<file path="config.mk">
export PLATFORM = sky130hd
export DESIGN_NAME = local_coincidence_gen
export DESIGN_NICKNAME = d
export VERILOG_FILES = /design/src/rtl/local_coincidence_gen.sv
export SDC_FILE = /design/constraint.sdc
export NUM_CORES = 1
export LEC_CHECK = 0
export CORE_ASPECT_RATIO = 1.2
export CORE_MARGIN = 2
export CORE_UTILIZATION = 55
export DETAILED_ROUTE_END_ITERATION = 10
export HOLD_SLACK_MARGIN = 0.02
export PLACE_DENSITY = 0.8
export SYNTH_ARGS = -nofsm -noshare
export SYNTH_HDL_FRONTEND = slang
export SYNTH_SLANG_ARGS = --single-unit
export TNS_END_PERCENT = 10
</file>
<file path="constraint.sdc">
create_clock -name clk -period 3.9 [get_ports clk]
set_clock_uncertainty 0.05 [all_clocks]
set_input_delay 0.585 -clock clk [delete_from_list [all_inputs] [get_ports clk]]
set_output_delay 0.585 -clock clk [all_outputs]
set_load 0.1 [all_outputs]
</file>
<file path="src/rtl/local_coincidence_gen.sv">
// Per-channel trigger windows, a registered popcount threshold, hold-off and a saturating event count (optional LC_MULTIPLICITY_OUT_EN).
// Latency: 2 clocks from the edge sampling a trigger rise to local_coinc. Backpressure: none; enable = 0 flushes the pipeline.
module local_coincidence_gen #(
  parameter int N_CHANNELS = 24,
  parameter int W_WIDTH    = 16,
  parameter int CNT_WIDTH  = 32
) (
  input  logic                  clk,
  input  logic                  rst_n,
  input  logic                  enable,
  input  logic [W_WIDTH-1:0]    lc_window_width,
  input  logic [7:0]            n_lc_thr,
  input  logic                  retrig_mode,
  input  logic [W_WIDTH-1:0]    holdoff,
  input  logic                  cnt_clr,
  input  logic [N_CHANNELS-1:0] trig,
  output logic [N_CHANNELS-1:0] local_coinc,
  output logic [CNT_WIDTH-1:0]  lc_count
`ifdef LC_MULTIPLICITY_OUT_EN
  ,
  output logic [7:0]            lc_multiplicity
`endif
);

  logic [N_CHANNELS-1:0] trig_q;
  logic [N_CHANNELS-1:0] rise;
  logic [N_CHANNELS-1:0] mem;
  logic [N_CHANNELS-1:0] mem_q;
  logic [N_CHANNELS-1:0] mem_qq;
  logic [W_WIDTH-1:0]    win_cnt [N_CHANNELS];
  logic [7:0]            pop;
  logic [7:0]            level_q;
  logic [W_WIDTH-1:0]    ho_cnt;
  logic                  fire;
  logic                  fire_q;

  assign rise = trig & ~trig_q;

  always_comb begin
    mem = '0;
    pop = '0;
    for (int i = 0; i < N_CHANNELS; i++) begin
      mem[i] = rise[i] | (win_cnt[i] != '0);
      pop    = pop + {7'd0, mem_q[i]};
    end
  end

  assign fire = enable && (n_lc_thr != 8'd0) && (level_q >= n_lc_thr) && (ho_cnt == '0);

  // Reset to ones so a trigger already high when reset lifts is not seen as an edge.
  always_ff @(posedge clk or negedge rst_n) begin
    if (!rst_n) begin
      trig_q <= '1;
    end else begin
      trig_q <= trig;
    end
  end

  always_ff @(posedge clk or negedge rst_n) begin
    if (!rst_n) begin
      for (int i = 0; i < N_CHANNELS; i++) win_cnt[i] <= '0;
    end else if (!enable) begin
      for (int i = 0; i < N_CHANNELS; i++) win_cnt[i] <= '0;
    end else begin
      for (int i = 0; i < N_CHANNELS; i++) begin
        if (rise[i] && ((win_cnt[i] == '0) || retrig_mode)) begin
          win_cnt[i] <= lc_window_width;
        end else if (win_cnt[i] != '0) begin
          win_cnt[i] <= win_cnt[i] - W_WIDTH'(1);
        end
      end
    end
  end

  always_ff @(posedge clk or negedge rst_n) begin
    if (!rst_n) begin
      mem_q       <= '0;
      mem_qq      <= '0;
      level_q     <= '0;
      local_coinc <= '0;
      ho_cnt      <= '0;
    end else if (!enable) begin
      mem_q       <= '0;
      mem_qq      <= '0;
      level_q     <= '0;
      local_coinc <= '0;
      ho_cnt      <= '0;
    end else begin
      mem_q       <= mem;
      mem_qq      <= mem_q;
      level_q     <= pop;
      local_coinc <= fire ? mem_qq : '0;
      if (fire) begin
        ho_cnt <= holdoff;
      end else if (ho_cnt != '0) begin
        ho_cnt <= ho_cnt - W_WIDTH'(1);
      end
    end
  end

  // One count per contiguous run of firing cycles.
  always_ff @(posedge clk or negedge rst_n) begin
    if (!rst_n) begin
      fire_q   <= 1'b0;
      lc_count <= '0;
    end else begin
      fire_q <= fire;
      if (cnt_clr) begin
        lc_count <= '0;
      end else if (fire && !fire_q && (lc_count != '1)) begin
        lc_count <= lc_count + CNT_WIDTH'(1);
      end
    end
  end

`ifdef LC_MULTIPLICITY_OUT_EN
  always_ff @(posedge clk or negedge rst_n) begin
    if (!rst_n) begin
      lc_multiplicity <= '0;
    end else begin
      lc_multiplicity <= fire ? level_q : 8'd0;
    end
  end
`endif

endmodule

</file>
Word level (Yosys, flattened, before mapping)
Cells that the tools add are included.

word-level totals
  logic and storage cells = 299
  output and inout bits = 56
  bits in registers = 537
  bits of input ports = 69

operators by class
  order comparisons = 1
  eq/ne operators = 26
  mux-type cells = 59
  reduce and logical (&&, ||, !) cells = 106
  $add $sub $neg = 49
  bitwise operators = 26

operators with widths
  cell                                                                      count
  16-bit 2-to-1 mux                                                         51
  16-bit zero test                                                          25
  16-bit nonzero test                                                       25
  16-bit by 1-bit subtractor with 16-bit output (second input constant)     25
  384-bit 2-to-1 mux                                                        1
  8-bit by 1-bit adder with 8-bit output                                    16
  24-bit 2-to-1 mux                                                         4
  3-bit by 1-bit inequality test with 1-bit output (second input constant)  25
  32-bit 2-to-1 mux                                                         2
  32-bit by 1-bit adder with 32-bit output (second input constant)          1
  32-bit inequality test (second input constant)                            1
  1-bit logical AND                                                         29
  24-bit AND                                                                1
  1-bit logical OR                                                          24
  24-bit NOT                                                                1
  1-bit bitwise OR                                                          24
  7-bit by 1-bit adder with 8-bit output                                    1
  8-bit >= comparator                                                       1
  8-bit 2-to-1 mux                                                          1
  8-bit nonzero test                                                        1
  6-bit by 1-bit adder with 7-bit output                                    1
  5-bit by 1-bit adder with 6-bit output                                    1
  4-bit by 1-bit adder with 5-bit output                                    1
  3-bit by 1-bit adder with 4-bit output                                    1
  4 further kinds                                                           4

Logic depth before layout (Yosys ltp)
Gate-level depths: netlist of run 1.

  depth in word-level cells = 24
  gate-level depth with buffers = 14
  mapped depth without buffers = 14

Least setup slack after synthesis of run 1
No wires, ideal clock.

  path kind = reg2reg
  start = register mem_q[0]
  end = register level_q[4]
  library setup time = 132 ps
  required time = 3718 ps
  path buffers = 0
  period minus slack after synthesis = 3941 ps
  setup slack = -41 ps
  stages on the path, launching flop included = 13
  data arrival time = 3759 ps
  cells stage by stage = dfrtp_1 inv_1 fa_1 fa_1 fa_1 fa_1 fa_1 inv_1 ha_1 fa_1 a21o_1 a21oi_1 nor2_1

between the ends
  longest elaborated chain between the ends = 24

RTL lines
  what                                                  RTL line  RTL
  from (decl)                                           28        logic [N_CHANNELS-1:0] mem_q;
  from (signal assigned)                                89        mem_q <= mem;
  1-bit by 1-bit adder with 2-bit output                44        pop = pop + {7'd0, mem_q[i]};
  2-bit by 1-bit adder with 3-bit output                44
  3-bit by 1-bit adder with 4-bit output                44
  4-bit by 1-bit adder with 5-bit output                44
  5-bit by 1-bit adder with 6-bit output                44
  6-bit by 1-bit adder with 7-bit output                44
  7-bit by 1-bit adder with 8-bit output                44
  8-bit by 1-bit adder with 8-bit output (16 in a row)  44
  8-bit 2-to-1 mux                                      82        end else if (!enable) begin
  to (signal assigned)                                  91        level_q <= pop;
  to (decl)                                             32        logic [7:0] level_q;

No other way between the ends.
A chain may end at the register's enable or synchronous reset.

Worst setup path in the final report of run 1
  start = register mem_q[21]
  end = register level_q[3]

between the ends
  longest elaborated chain between the ends = 4

RTL lines
  what                                                 RTL line
  8-bit by 1-bit adder with 8-bit output (3 in a row)  44
  8-bit 2-to-1 mux                                     82

No other way between the ends.

==> results of run 1 <==
## path summary, 6_finish.rpt
check	from	end	slack, ns	depth (start not counted)
worst max-delay path	mem_q[21]	level_q[3]	-0.10	13
max in group asynchronous	rst_n	trig_q[13]	2.69	2
worst max register to register	mem_q[21]	level_q[3]	-0.10	13
min in group clk	trig[11]	trig_q[11]	0.36	1
worst min-delay path	rst_n	lc_count[13]	0.01	1
worst min register to register	mem_qq[22]	local_coinc[22]	0.42	1
## cells by family (layout without fill, tap and decap cells)
logic type      after synthesis  count (layout)  synth area share [%]
compound gates              583             583                  14.1
xor+xnor                    329             329                  10.0
fa+ha+maj                    54              54                  2.80
buf+inv                     298             440                  3.97
flops                       534             534                  46.7
mux                           9               9                 0.319
other cells                   0               2                     0
simple gates               1294            1294                  22.1
## stage by stage
stage | hold WS, ns | utilization, % | instances
finish | 0.00976 | 63.6 | 3942
CTS | 0.0569 | 63.5 | 3939
global placement | 0.407 | 60.0 | 3839
global route | 0.118 | 63.6 | 3942
detailed placement | 0.409 | 60.0 | 3839
floorplan | 0.239 | - | 3101
## placed cells by master, fill, tap and decap left out, types with 38 or more instances in the layout
cell and count:
nand3_1 78, and3_1 52, inv_1 124, nor4_1 84
nor2_1 535, a21oi_1 88, xor2_1 126, buf_4 78
a211oi_1 256, o21ai_0 64, nor3_1 117, or4_1 52
xnor2_1 202, nand2_1 163, clkdlybuf4s50_1 121, dfrtp_1 510
nor2b_1 38, clkbuf_16 55
## power breakdown
group | switching, mW | internal [mW]
registers | 1.88 | 7.42
logic | 6.65 | 5.78
clock network | 2.26 | 3.08
## flip-flops by register name, summed over array words and instances, names as in the netlist
register     flops
level_q          5
ho_cnt          16
local_coinc     24
mem_q           24
win_cnt        384
trig_q          24
fire_q           1
mem_qq          24
lc_count        32
## layer usage
layer / share of wire (%) / vias to the layer above / global-route usage, %
li1: - / 11100 / -
met1: 40 / 11900 / 37.5
met2: 47 / 1044 / 47.4
met3: 7.3 / 249 / 4.79
met4: 4.9 / 2 / 14.8
met5: 0.017 / - / 0
## critical path: cells and delay by family, from the launching register on
| kind | cells | cell delay [ns] |
|---|---|---|
| AOI/OAI and AO/OA | 2 | 0.32 |
| DFF | 1 | 0.40 |
| xor gates and xnor gates | 1 | 0.17 |
| and+or+nand+nor | 1 | 0.07 |
| buffers and inverters | 3 | 0.22 |
| adders and majority gates | 6 | 2.63 |
## layout make-up
cell class / instances / share of cell area [%]
Timing Repair Buffer: 209 / 5.97
Tap cell: 697 / 2.66
Multi-Input combinational cell: 2269 / 43.4
Sequential cell: 534 / 40.9
Inverter: 131 / 1.51
Antenna cell: 2 / 0.0153
Clock inverter: 23 / 0.715
Clock buffer: 77 / 4.82
## what timing repair did
action	4_1_cts	5_1_grt
setup endpoints to repair	3	4
endpoints found under the hold margin	0	0
pin swaps	11	7
resized for setup	8	5
==> flow_results.xml, run 1 <==
<?xml version="1.0" encoding="UTF-8"?>
<metrics>
  <group name="drt">
    <metric name="number_of_iterations_in_the_first_detailed_routing_pass" unit="">6</metric>
    <metric name="drtIter0Drc" unit="">2262</metric>
    <metric name="via_density_per_instance" unit="">6.17</metric>
    <metric name="finalWirelength" unit="mm">78.3</metric>
    <metric name="num_vias" unit="">24300</metric>
    <metric name="residual_drc" unit="">0</metric>
    <metric name="detail_route.wl_per_cell" unit="um">19.9</metric>
    <metric name="detail-route-antenna-nets" unit="">0</metric>
  </group>
  <group name="placement">
    <metric name="gp_congestion" unit="">0.857</metric>
    <metric name="place.port_buffers" unit="">124</metric>
    <metric name="dpl.hpwl" unit="mm">49.1</metric>
    <metric name="dp_slack" unit="ns">-0.244</metric>
    <metric name="dpl-instance-area" unit="mm2">0.0309</metric>
  </group>
  <group name="power_and_ir_drop">
    <metric name="vdd_ir_drop_max" unit="mV">0.865</metric>
    <metric name="power.total" unit="mW">27.1</metric>
    <metric name="areal_power_density_over_the_cells" unit="mW/mm2">827</metric>
    <metric name="leakagePower" unit="nW">14.1</metric>
  </group>
  <group name="outcome">
    <metric name="status" unit="">finished with violations</metric>
    <metric name="failing_checks" unit="">setup timing</metric>
  </group>
  <group name="clock_network">
    <metric name="clock_latency_at_the_later_pin_of_the_worst_skew_pair" unit="ns">0.61</metric>
    <metric name="cts-buffers-inserted" unit="">54</metric>
    <metric name="cts.sink_count" unit="">534</metric>
    <metric name="tritoncts" unit="">built</metric>
    <metric name="ctsHoldBuffers" unit="">0</metric>
    <metric name="worst_setup_hold_path_clk_slew" unit="ns">0.07</metric>
    <metric name="post_cts.repair.setup_buffers" unit="">0</metric>
    <metric name="cts_root_buffer" unit="">clkbuf_16</metric>
    <metric name="h-tree-depth" unit="">2</metric>
    <metric name="clock_tree.buffer_depth" unit="">3</metric>
  </group>
  <group name="synthesis">
    <metric name="yosys_warnings" unit="">0</metric>
    <metric name="async_reset_ff_share" unit="%">100</metric>
    <metric name="number_of_library_cell_types_mapped_by_synthesis" unit="">83</metric>
    <metric name="synthFlopType" unit="">dfrtp_1</metric>
    <metric name="yosysMostFrequentCell" unit="">nor2_1</metric>
    <metric name="synth.cell_area" unit="mm2">0.0287</metric>
    <metric name="portion_of_the_post_synthesis_area_used_by_sequential_elements" unit="%">46.7</metric>
    <metric name="synth-edff-count" unit="">0</metric>
    <metric name="synthesis.area_per_instance" unit="um2">9.25</metric>
    <metric name="synth_nets" unit="">3224</metric>
    <metric name="synth_top_cell_by_area" unit="">dfrtp_1</metric>
    <metric name="top_cells_by_area_in_the_synthesized_netlist" unit="">dfrtp_1, nor2_1, a211oi_1, xnor2_1, xor2_1</metric>
    <metric name="ys_top_cells_by_count" unit="">nor2_1, dfrtp_1, a211oi_1, xnor2_1, nand2_1</metric>
    <metric name="syn-instance-count" unit="">3101</metric>
    <metric name="yosys.area.top_type_share" unit="%">44.5</metric>
    <metric name="ys_ff_latch" unit="">534</metric>
  </group>
  <group name="setup_path">
    <metric name="crit_path_cell_trace" unit="">fa_1, inv_1, fa_2, fa_1, fa_2, fa_1, inv_2, ha_4, buf_4, a21o_1, a21oi_2, xor2_1, nor2_1</metric>
    <metric name="max_stage_delay" unit="ns">0.53</metric>
    <metric name="critical_path_fanouts_max" unit="">2</metric>
    <metric name="critPathRequiredTime" unit="ns">4.33</metric>
    <metric name="endpoint_kind" unit="">register</metric>
    <metric name="critical_path_arrival" unit="ns">4.43</metric>
    <metric name="crit_path_top_delay_cell" unit="">fa_1</metric>
    <metric name="critPathMostFrequentCell" unit="">fa_1</metric>
    <metric name="critical_path.startpoint_type" unit="">register</metric>
    <metric name="setup.worst_path.class" unit="">register to register</metric>
  </group>
  <group name="global_route">
    <metric name="grt_pass1_vias" unit="">24100</metric>
    <metric name="groute.usage.overall" unit="%">29.0</metric>
    <metric name="first_pass_grt_wire_length" unit="mm">125</metric>
    <metric name="grt_start_max_net_pins" unit="">116</metric>
    <metric name="initial_antenna_violation_count" unit="">3</metric>
    <metric name="total_congestion_overflow_after_global_routing" unit="">0</metric>
  </group>
  <group name="sta">
    <metric name="finalWorstSetupSlack" unit="ns">-0.101</metric>
    <metric name="fmaxAchievable" unit="MHz">250</metric>
    <metric name="final.setup.tns" unit="ns">-0.241</metric>
    <metric name="report.final.hold_viol_count" unit="">0</metric>
    <metric name="period_needed" unit="ns">4.00</metric>
    <metric name="finalCritPeriodShare" unit="%">103</metric>
    <metric name="slew_viol_final" unit="">0</metric>
    <metric name="tightestPinTransition" unit="ns">1.25</metric>
    <metric name="setup_violations" unit="">4</metric>
    <metric name="maxSlewHeadroom" unit="%">15.6</metric>
    <metric name="rsz0062_at_grt" unit="">yes</metric>
  </group>
  <group name="die">
    <metric name="fp.dieW" unit="um">212</metric>
    <metric name="fp-row-count" unit="">91</metric>
    <metric name="die_outline_area" unit="mm2">0.0540</metric>
    <metric name="die_y" unit="um">254</metric>
    <metric name="ioPinCount" unit="">125</metric>
    <metric name="core_area" unit="mm2">0.0515</metric>
    <metric name="effective_utilization_at_floorplan" unit="%">55.7</metric>
  </group>
  <group name="cells_and_area">
    <metric name="synthToLayoutAreaGrowth" unit="%">14.1</metric>
    <metric name="area_used_by_sequential_logic_in_the_layout" unit="mm2">0.0134</metric>
    <metric name="stdcell_area" unit="mm2">0.0327</metric>
    <metric name="multi_input_comb_area" unit="mm2">0.0142</metric>
    <metric name="num-fill-cells" unit="">4041</metric>
    <metric name="post_route_cells_drive_above_1_share" unit="%">7.71</metric>
    <metric name="finish.net_count" unit="">3322</metric>
  </group>
  <group name="hold_path">
    <metric name="worst_hold_path_type" unit="">primary input to async pin</metric>
  </group>
  <group name="flow_run">
    <metric name="cap_violations" unit="">0</metric>
  </group>
</metrics>
Power figures use the tool's default switching activity.
==> run 2, diff against run 1 <==
--- a/config.mk
+++ b/config.mk
@@ -10,7 +10,7 @@
 export CORE_UTILIZATION = 55
 export DETAILED_ROUTE_END_ITERATION = 10
 export HOLD_SLACK_MARGIN = 0.02
-export PLACE_DENSITY = 0.8
+export PLACE_DENSITY = 0.77
 export SYNTH_ARGS = -nofsm -noshare
 export SYNTH_HDL_FRONTEND = slang
 export SYNTH_SLANG_ARGS = --single-unit
==> constraint.sdc (replaced) <==
create_clock -name clk -period 4.4 [get_ports clk]
set_clock_uncertainty 0.05 [all_clocks]
set_input_delay 0.66 -clock clk [delete_from_list [all_inputs] [get_ports clk]]
set_output_delay 0.66 -clock clk [all_outputs]
set_load 0.1 [all_outputs]
==> run 2 against run 1 <==
The run now ends clean. Final area shrank 0.59%. Critical path type unchanged. Count of clock-buffer cells in the layout grew 2. Largest power group unchanged. Clock power shrank 11%. Worst setup slack gained 0.34 ns.
==> flow_results.xml, run 2 (synthesis gave the netlist of run 1 again) <==
<?xml version="1.0" encoding="UTF-8"?>
<metrics>
  <group name="hold_path">
    <metric name="worst_hold_path_type" unit="">primary input to async pin</metric>
  </group>
  <group name="die">
    <metric name="core_area" unit="mm2">0.0515</metric>
    <metric name="fp-row-count" unit="">91</metric>
    <metric name="fp.dieW" unit="um">212</metric>
    <metric name="effective_utilization_at_floorplan" unit="%">55.7</metric>
    <metric name="die_outline_area" unit="mm2">0.0540</metric>
    <metric name="die_y" unit="um">254</metric>
    <metric name="ioPinCount" unit="">125</metric>
  </group>
  <group name="power_and_ir_drop">
    <metric name="power_report.internal_total" unit="mW">14.1</metric>
    <metric name="areal_power_density_over_the_cells" unit="mW/mm2">719</metric>
    <metric name="vdd_ir_drop_max" unit="mV">0.539</metric>
    <metric name="leakagePower" unit="nW">14.0</metric>
    <metric name="power_frac_clock" unit="%">20.4</metric>
    <metric name="p_switching" unit="mW">9.26</metric>
    <metric name="switching_share" unit="%">39.6</metric>
    <metric name="power_frac_seq" unit="%">35.2</metric>
    <metric name="part_of_the_power_in_combinational_logic" unit="%">44.4</metric>
  </group>
  <group name="global_route">
    <metric name="total_congestion_overflow_after_global_routing" unit="">0</metric>
    <metric name="groute.usage.overall" unit="%">29.1</metric>
    <metric name="grt_start_max_net_pins" unit="">114</metric>
    <metric name="initial_antenna_violation_count" unit="">2</metric>
    <metric name="grt_pass1_vias" unit="">23800</metric>
    <metric name="first_pass_grt_wire_length" unit="mm">125</metric>
  </group>
  <group name="setup_path">
    <metric name="critical_path_arrival" unit="ns">4.60</metric>
    <metric name="setup.worst_path.class" unit="">register to register</metric>
    <metric name="endpoint_kind" unit="">register</metric>
    <metric name="critical_path.startpoint_type" unit="">register</metric>
    <metric name="worst_setup_slack_for_register_to_register_paths" unit="ns">0.24</metric>
    <metric name="critPathRequiredTime" unit="ns">4.83</metric>
    <metric name="critical_path_fanouts_max" unit="">2</metric>
  </group>
  <group name="cells_and_area">
    <metric name="num-fill-cells" unit="">4180</metric>
    <metric name="finish.net_count" unit="">3299</metric>
    <metric name="synthToLayoutAreaGrowth" unit="%">13.5</metric>
    <metric name="post_route_cells_drive_above_1_share" unit="%">6.65</metric>
    <metric name="largest_register_ff_count" unit="">384</metric>
    <metric name="reg_top3" unit="">win_cnt x384, lc_count x32</metric>
    <metric name="registers.top_by_ff_count" unit="">win_cnt</metric>
    <metric name="insertedDiodeCount" unit="">0</metric>
    <metric name="layout_commonest_cell" unit="">nor2_1</metric>
    <metric name="final-instance-count-excl-fill" unit="">3915</metric>
    <metric name="layout.cells.most_common_list" unit="">nor2_1, dfrtp_1, a211oi_1</metric>
  </group>
  <group name="placement">
    <metric name="place.detailed.instances" unit="">3817</metric>
    <metric name="gp_congestion" unit="">0.884</metric>
    <metric name="dpl.hpwl" unit="mm">49.3</metric>
    <metric name="place.port_buffers" unit="">124</metric>
  </group>
  <group name="sta">
    <metric name="maxSlewHeadroom" unit="%">9.63</metric>
    <metric name="report.final.hold_viol_count" unit="">0</metric>
    <metric name="finalCritPeriodShare" unit="%">94.6</metric>
    <metric name="final.setup.tns" unit="ns">0</metric>
    <metric name="period_needed" unit="ns">4.16</metric>
    <metric name="fmaxAchievable" unit="MHz">240</metric>
    <metric name="tightestPinTransition" unit="ns">1.34</metric>
    <metric name="timing.hold.ws" unit="ns">0.0574</metric>
    <metric name="slew_viol_final" unit="">0</metric>
    <metric name="rsz0062_at_grt" unit="">no</metric>
    <metric name="setup_violations" unit="">0</metric>
  </group>
  <group name="clock_network">
    <metric name="post_cts.repair.setup_buffers" unit="">0</metric>
    <metric name="worst_setup_hold_path_clk_slew" unit="ns">0.06</metric>
    <metric name="clock_tree.buffer_depth" unit="">3</metric>
    <metric name="cts.sink_count" unit="">534</metric>
    <metric name="tritoncts" unit="">built</metric>
    <metric name="ctsHoldBuffers" unit="">0</metric>
    <metric name="h-tree-depth" unit="">2</metric>
    <metric name="clock_latency_at_the_later_pin_of_the_worst_skew_pair" unit="ns">0.61</metric>
    <metric name="post_cts.resized_instances" unit="">0</metric>
    <metric name="cts_root_buffer" unit="">clkbuf_16</metric>
    <metric name="cts-buffers-inserted" unit="">53</metric>
  </group>
  <group name="flow_run">
    <metric name="cap_violations" unit="">0</metric>
  </group>
  <group name="outcome">
    <metric name="status" unit="">completed</metric>
  </group>
  <group name="drt">
    <metric name="finalWirelength" unit="mm">77.8</metric>
    <metric name="detail-route-antenna-nets" unit="">0</metric>
    <metric name="number_of_iterations_in_the_first_detailed_routing_pass" unit="">5</metric>
    <metric name="detail_route.wl_per_cell" unit="um">19.9</metric>
    <metric name="via_density_per_instance" unit="">6.14</metric>
    <metric name="residual_drc" unit="">0</metric>
    <metric name="drtIter0Drc" unit="">1892</metric>
    <metric name="num_vias" unit="">24000</metric>
  </group>
</metrics>
[run 2: metal layers]
metal  vias to the layer above  wire length [um]  track usage [%]
met4                         2              3710             13.9
met5                         -                13                0
met3                       237              5310             4.73
met2                       871             37600             48.8
li1                      11000                 -                -
met1                     11900             31200             37.0
[run 2: path summary, 6_finish.rpt]
path                       startpoint               to  depth (start not counted)
min in group clk           mem_qq[14]  local_coinc[14]                          1
hold reg to reg            mem_qq[14]  local_coinc[14]                          1
hold / removal                  rst_n     lc_count[13]                          1
setup / recovery            mem_q[17]       level_q[4]                         12
setup reg to reg            mem_q[17]       level_q[4]                         12
max in group asynchronous       rst_n        trig_q[8]                          2
[run 2: through the flow]
step                setup WS (ns)  power [mW]  instance area (um2)  util, %
floorplan                   0.459        16.1                28700        -
global placement            0.360        17.8                30700     59.6
detailed placement          0.276        18.4                30700     59.6
CTS                         0.259        23.3                32500     63.2
global route               0.0973        25.2                32500     63.2
finish                      0.237        23.4                32500     63.2
[run 2: critical path: stages (launching register included)]
cell	delay [ns]
dfrtp_1	0.40
fa_1	0.56
inv_1	0.06
fa_1	0.47
fa_1	0.52
fa_1	0.43
fa_1	0.50
inv_1	0.05
ha_1	0.20
fa_1	0.42
a21o_1	0.20
a21oi_1	0.14
nor2_1	0.05
[run 2: cell type report]
cell class              instances  area, um2  area share [%]
multi-input cells            2269      14200            43.5
flip-flops and latches        534      13400            41.2
repair buffers                187       1780            5.48
clock buffers                  79       1640            5.03
well taps                     697        872            2.68
inverters                     131        493            1.51
clock inverters                18        201           0.619
[run 2: power groups by stage]
stage          clock network [mW]  registers, mW  logic (mW)
3_5_place_dp                    0           8.21        10.2
5_1_grt                      5.04           8.43        11.7
3_3_place_gp                    0           8.10        9.71
6_report                     4.77           8.24        10.4
4_1_cts                      4.82           8.18        10.3
2_1_floorplan                   0           7.84        8.29
